==> src/rtl/serial_word_collector.sv <==
// serial_word_collector: MSB-first serial-to-parallel deserializer with a
// one-entry output register and valid/ready handshake on the word side.
// Optional feature macro: DESER_PARITY_EN. When defined, every frame carries
// one trailing even-parity bit and out_perr reports a parity error for the
// word in the output register. When undefined, frames are N bits long and
// out_perr is tied to 0.
module serial_word_collector #(
    parameter int N     = 4,
    parameter int CNT_W = 3
) (
    input  logic         clk,
    input  logic         rst,
    input  logic         flush,
    input  logic         in_bit,
    input  logic         in_valid,
    output logic         in_ready,
    output logic [N-1:0] out_word,
    output logic         out_valid,
    input  logic         out_ready,
    output logic         out_perr
);

`ifdef DESER_PARITY_EN
    localparam int F = N + 1;
`else
    localparam int F = N;
`endif

    // The shift register only keeps the bits that precede the final bit of a
    // frame; the final bit is taken straight from in_bit on completion.
    localparam int SREG_W = F - 1;
    localparam logic [CNT_W-1:0] LAST = CNT_W'(F - 1);

    // Output register occupancy: HOLD while out_word carries an unconsumed word.
    typedef enum logic {
        FREE = 1'b0,
        HOLD = 1'b1
    } out_state_t;

    out_state_t        out_state;
    logic [SREG_W-1:0] sreg;
    logic [CNT_W-1:0]  cnt;
    logic [SREG_W:0]   frame_bits;
    logic              last_bit;
    logic              accept;
    logic              complete;

    // A whole frame as it would look if the current bit were accepted now.
    assign frame_bits = {sreg, in_bit};
    assign last_bit   = (cnt == LAST);
    assign out_valid  = (out_state == HOLD);

    // Stall only when this bit would finish a word and the output is still full.
    assign in_ready = !(last_bit && out_valid && !out_ready);
    assign accept   = in_valid && in_ready && !flush;
    assign complete = accept && last_bit;

    // Collection side: shift accepted bits in and count position in the frame.
    always_ff @(posedge clk) begin
        if (rst) begin
            sreg <= '0;
            cnt  <= '0;
        end else if (flush) begin
            sreg <= '0;
            cnt  <= '0;
        end else if (accept) begin
            sreg <= frame_bits[SREG_W-1:0];
            cnt  <= last_bit ? '0 : cnt + 1'b1;
        end
    end

    // Output side: load a completed word, otherwise release it when consumed.
    always_ff @(posedge clk) begin
        if (rst) begin
            out_state <= FREE;
            out_word  <= '0;
`ifdef DESER_PARITY_EN
            out_perr  <= 1'b0;
`endif
        end else if (complete) begin
            out_state <= HOLD;
            out_word  <= frame_bits[SREG_W -: N];
`ifdef DESER_PARITY_EN
            out_perr  <= ^frame_bits;
`endif
        end else if (out_ready) begin
            out_state <= FREE;
        end
    end

`ifndef DESER_PARITY_EN
    assign out_perr = 1'b0;
`endif

endmodule
==> config.mk <==
export PLATFORM = sky130hd
export DESIGN_NAME = serial_word_collector
export DESIGN_NICKNAME = d
export VERILOG_FILES = /design/src/rtl/serial_word_collector.sv
export SDC_FILE = /design/constraint.sdc
export NUM_CORES = 1
export LEC_CHECK = 0
export CAP_MARGIN = 20
export CORE_AREA = 5 5 42 44
export CTS_CLUSTER_DIAMETER = 50
export DETAILED_ROUTE_END_ITERATION = 10
export DIE_AREA = 0 0 47 49
export PLACE_DENSITY = 0.66
export SYNTH_ARGS = -nofsm -noshare
export SYNTH_HDL_FRONTEND = slang
export SYNTH_SLANG_ARGS = --single-unit
export TNS_END_PERCENT = 100
==> constraint.sdc <==
create_clock -name clk -period 1.7 [get_ports clk]
set_clock_uncertainty 0.1 [all_clocks]
set_input_delay 0.34 -clock clk [delete_from_list [all_inputs] [get_ports clk]]
set_output_delay 0.34 -clock clk [all_outputs]
set_load 0.02 [all_outputs]
==> run metrics <==
CTS H-tree depth 1; WL/cell 10.51 µm; layout net count 77; crit path buf inv count 1; crit path kind flip-flop to output port; DRC 0; Hold EP sreg[2]; total wire length just under 900 µm; IO Pins 13; DIE WIDTH 47 µm; drt first pass iters 4; ant diodes 0; Placement Setup Slack -0.2559 ns; synthesized area per cell roughly 10 µm²; Die Area 2303 µm²; most common cell in the netlist dfxtp_1; layout cell share with drive strength beyond 1 21.74%; worst-path cell chain clkdlybuf4s50_1; syn_nets 58; die height slightly below 50 µm; total of max-cap violations 0; RSZ-0062 raised after global routing false; vias per cell 4.659; Finished Cell Area 696.9 µm²; Reg2Reg Depth 5; Routed Antenna Nets 0; Cell Rows 14; global-route wire length before repair 1.504 mm; vias in the first global route 367; Synth Warn # 0; number of setup buffers added after CTS 0; Tmin final 1.643 ns; leak pwr between 0.2 and 0.3 nW; GRT Resource Usage Total 8.975%; initial drt markers 1; CP max stage delay 0.60 ns; clock latency on the worst-skew pair 0.27 ns; CP endpoint kind output port; P&R area growth vs syn 33.89%; CTS tree built; Max clock buf depth 2; hold path cells 2; Slew Limit Fails 0; PortBufs 11; crit-path leading delay family buffers and inverters; Cells after Synth 51; Reg2Reg Setup Slack 0.25 ns; number of synthesized register bits 11; reg2reg start cnt[0]; register area share after synthesis 42.31%; core area 1401 µm²; Synth Cell Area 520.5 µm²; CTS Buf Count 3; Post-CTS Hold Buffers 0; Req. time, crit path 1.26 ns; Hold Fails Final Rpt 0; Hold Crit Class flip-flop to flip-flop; Critical Path AT ~1.2 ns; Final WS setup around 0.057 ns; final setup fails 0; clk root buf clkbuf_4; EDFF count, synth 0; Worst-path clk slew 0.08 ns; largest net degree at the start of global routing 10; critical hold path startpoint sreg[2]; Tcrit/Tclk final 96.65%; top cell type by total area after synthesis dfxtp_1; Post-Place Cell Area roughly 680 µm²; grt total ovfl 0; Via Count 396; crit path max fanout 2; library cells used by synthesis 19; antenna violations before repair 0; Worst VDD drop 0.0003855 V; Commonest cells post-synth 11 x dfxtp_1, 9 x nand2_1, 8 x mux2i_1, 8 x nand2b_1; placer congestion estimate ~0.79; initial core utilization 37.14%; synth top area cells dfxtp_1 42%, mux2i_1 15%, nand2b_1 9.6%, nand2_1 6.5%, a21oi_4 3.1%; Synth top area share 42.31%; PwrDens 699.1 nW/µm²; DP Wirelength 696.5 µm; reg2reg end out_word[3]; # clock sinks 11; status finished clean; CP Launch Type flip-flop; Slowest cell on crit path clkdlybuf4s50_1; ys async rst share 0%; fmax 608.6 MHz; ys flop type dfxtp_1
[where the power goes]
group | switching, W | internal, W | total [W] | leakage (nW)
Combinational | 0.0000184 | 0.0000231 | 0.0000416 | 0.158
Sequential | 0.00000144 | 0.000260 | 0.000261 | 0.0888
Clock | 0.0000936 | 0.0000909 | 0.000185 | 0.0150
[cell families after synthesis]
logic type | synth area share [%]
other | 0.7205
adder cells (fa/ha/maj) | 2.403
AND/OR/NAND/NOR | 30.77
buffers and inverters | 2.403
AO/OA/AOI/OAI | 6.010
flip-flops | 42.31
multiplexers | 15.39
[routing by layer]
| layer | routed length, µm | track usage, % |
|---|---|---|
| met3 | 52 | 2.214 |
| met2 | 382 | 12.90 |
| met4 | 27 | 6.912 |
| met1 | 431 | 10.89 |
| met5 | 0 | 0 |
[worst max path at each step]
stage | start | endpoint | cells after the start
final | out_word[1] | out_word[1] | 1
after global routing | out_word[0] | out_word[0] | 1
after CTS | out_word[1] | out_word[1] | 1
after detailed placement | out_ready | in_ready | 4
after global placement | out_ready | in_ready | 4
after floorplan | out_valid | in_ready | 2
[repair_timing]
item	4_1_cts	5_1_grt
endpoints found under the hold margin	0	0
endpoints found under the setup margin	1	0
gates resized for setup	4	0
[worst register-to-register path, delay by kind of cell, from the launching register on]
family                   cells  cell delay (ns)
adder cells (fa/ha/maj)      1             0.18
buffers and inverters        1             0.13
flip-flops                   1             0.36
multiplexers                 1             0.22
AND/OR/NAND/NOR              2             0.39
[per-stage QoR]
step,power (W),hold slack (ns),util [%],std cells,setup TNS (ns)
after global placement,0.0003076,0.3488,48.21,81,-0.2964
final,0.0004872,0.3618,49.73,85,0
after floorplan,0.0002904,0.3352,-,51,0
after global routing,0.0005094,0.3808,49.73,85,0
after CTS,0.0004921,0.3624,49.73,85,0
after detailed placement,0.0003087,0.3518,48.21,81,-0.3966
[layout by cell type, fill, tap and decap left out]
master / netlist / final
nand2_1: 9 / 9
nand2b_4: 1 / 1
and3_1: 1 / 1
a21oi_4: 1 / 1
conb_1: 1 / 1
nand2b_2: 1 / 1
nor3_4: 1 / 1
nor2b_2: 1 / 1
clkbuf_1: 0 / 1
clkdlybuf4s50_1: 0 / 10
buf_2: 1 / 1
o21ai_1: 1 / 1
nand2b_1: 8 / 8
buf_4: 1 / 5
dfxtp_1: 11 / 11
ha_1: 1 / 1
clkbuf_4: 0 / 3
o21ba_1: 1 / 1
and2b_1: 1 / 1
mux2i_1: 8 / 8
nor2_2: 1 / 1
nand4b_1: 1 / 1
[layout make-up]
class | instances | area (µm²)
repair buffers | 16 | 142.6
fillers | 143 | 704.4
flip-flops and latches | 11 | 220.2
well taps | 16 | 20.02
multi-input cells | 38 | 287.8
clock buffers | 4 | 26.28
[state kept, by name, indices dropped and copies added, names as in the netlist]
signal,count
out_valid,1
sreg,3
out_word,4
cnt,3
Power figures use the tool's default switching activity.
==> patch (same settings) <==
Make the reset (`rst`) asynchronous in 2 clocked blocks.
--- a/src/rtl/serial_word_collector.sv
+++ b/src/rtl/serial_word_collector.sv
@@ -57,5 +57,5 @@
 
     // Collection side: shift accepted bits in and count position in the frame.
-    always_ff @(posedge clk) begin
+    always_ff @(posedge clk or posedge rst) begin
         if (rst) begin
             sreg <= '0;
@@ -71,5 +71,5 @@
 
     // Output side: load a completed word, otherwise release it when consumed.
-    always_ff @(posedge clk) begin
+    always_ff @(posedge clk or posedge rst) begin
         if (rst) begin
             out_state <= FREE;
Check against the original RTL: differs if rst is asserted again (counterexample within 10 cycles, from zero or initial values and one cycle with rst high); with rst held inactive, the same outputs for 10 cycles.
==> patch against the unedited design <==
Routed wire length grew 5.8%. Setup slack lost 0.046 ns. Global-route usage grew 1.9 points. Sequential cell count is the same. Power grew 10%. Worst hold slack lost 0.10 ns. Critical endpoint is now out_word[1]. Design area grew 9.0%. Non-clock buffer count grew 2. Largest power group unchanged. Synthesized area grew 1.7%. Critical path depth grew 3.
==> patch: results (changes against the unedited design) <==
| Metric | Value |
|---|---|
| GR Layer Usage met2 | 15.2% (+2.3 points) |
| Vias in the first global route | 423 (+15%) |
| Routed vias | 381 (-3.8%) |
| Inverter count | 4 (+4) |
| #MultiIn Comb | 26 (-32%) |
| Reg-to-reg endpoint | out_word[1] |
| Wire length on met3 | 58 um (+12%) |
| Global Route Usage Sum | 10.8% (+1.9 points) |
| Post-Route M1 WL | 420 um (-2.6%) |
| Switch Pwr | 0.127 mW (+12%) |
| Non-clock buffers | 18 (+2) |
| Seq/Total Area, Yosys | 52.0% (+9.7 points) |
| Fraction of area in registers | 36.2% (+4.6 points) |
| Iter 0 DRT Violations | 3 (+2) |
| Worst R2R Start | cnt[1] |
| Status | finished, final reports clean |
| Compound-Gate Fraction of Synth Area | 6.15% (+0.14 points) |
| Syn_nets | 50 (-14%) |
| DP HPWL | 686 um (-1.5%) |
| Worst hold slack | 0.260 ns (-0.102 ns) |
| Post-Synth Adder-Cell Area | 2.36% (-0.040 points) |
| Met3 Use GR | 3.32% (+1.1 points) |
| R2r setup slk | 0.01 ns (-0.24 ns) |
| CP peak stage delay | 0.55 ns (-0.05 ns) |
| Multi-input logic area | 259 um2 (-10%) |
| Largest net degree at the start of global routing | 12 (+2) |
| Global-route wire length before repair | 1.79 mm (+19%) |
| Non-filler cells, final | 79 (-7.1%) |
| Gp weighted congestion | 0.719 (-8.9%) |
| Clk slew on worst S/H paths | 0.06 ns (-0.02 ns) |
| Placed cell count | 74 (-8.6%) |
| Async SR Flop Fraction | 100% (+100 points) |
| Fillers | 129 (-9.8%) |
| Fraction of cell area in non-clock buffers | 21.6% (+1.1 points) |
| Ys flop type | dfrtp_1 |
| Hold/Removal Path Class | input port to async pin |
| Share of cells above drive strength 1 | 33.3% (+12 points) |
| Mapped Avg Cell Area | 12.3 um2 (+21%) |
| Clk tree area frac | 3.46% (-0.31 points) |
| WL/cell | 12.0 um (+14%) |
| Maximum VDD drop | 0.000456 V (+18%) |
| Mux share of post-synthesis cell area | 17.0% (+1.6 points) |
| Met1 Usage GRT | 13.9% (+3.0 points) |
| Crit-path slowest cell | or4b_4 |
| Crit path max-delay family | simple AND/OR/NAND/NOR gates |
==> patch: worst max-delay path by stage <==
| stage | start | end | slack, ns | cells after the start |
|---|---|---|---|---|
| floorplan | cnt[1] | out_word[0] | -0.002 | 5 |
| global placement | out_ready | in_ready | -0.45 | 4 |
| detailed placement | out_ready | in_ready | -0.45 | 4 |
| CTS | cnt[0] | out_word[0] | -0.06 | 5 |
| global route | cnt[0] | in_ready | -0.08 | 4 |
| finish | cnt[1] | out_word[1] | 0.01 | 4 |
==> patch: power by group through the flow <==
stage / sequential [mW] / clock (mW) / combinational, mW
6_report: 0.282 / 0.174 / 0.0823
3_3_place_gp: 0.287 / 0 / 0.0818
3_5_place_dp: 0.286 / 0 / 0.0828
4_1_cts: 0.282 / 0.181 / 0.0846
5_1_grt: 0.284 / 0.194 / 0.0912
2_1_floorplan: 0.294 / 0 / 0.0348
==> patch: timing repair <==
action / 4_1_cts / 5_1_grt
pin swaps: 2 / 1
setup buffers: 1 / 1
endpoints found under the setup margin: 5 / 9
gates resized for setup: 12 / 4
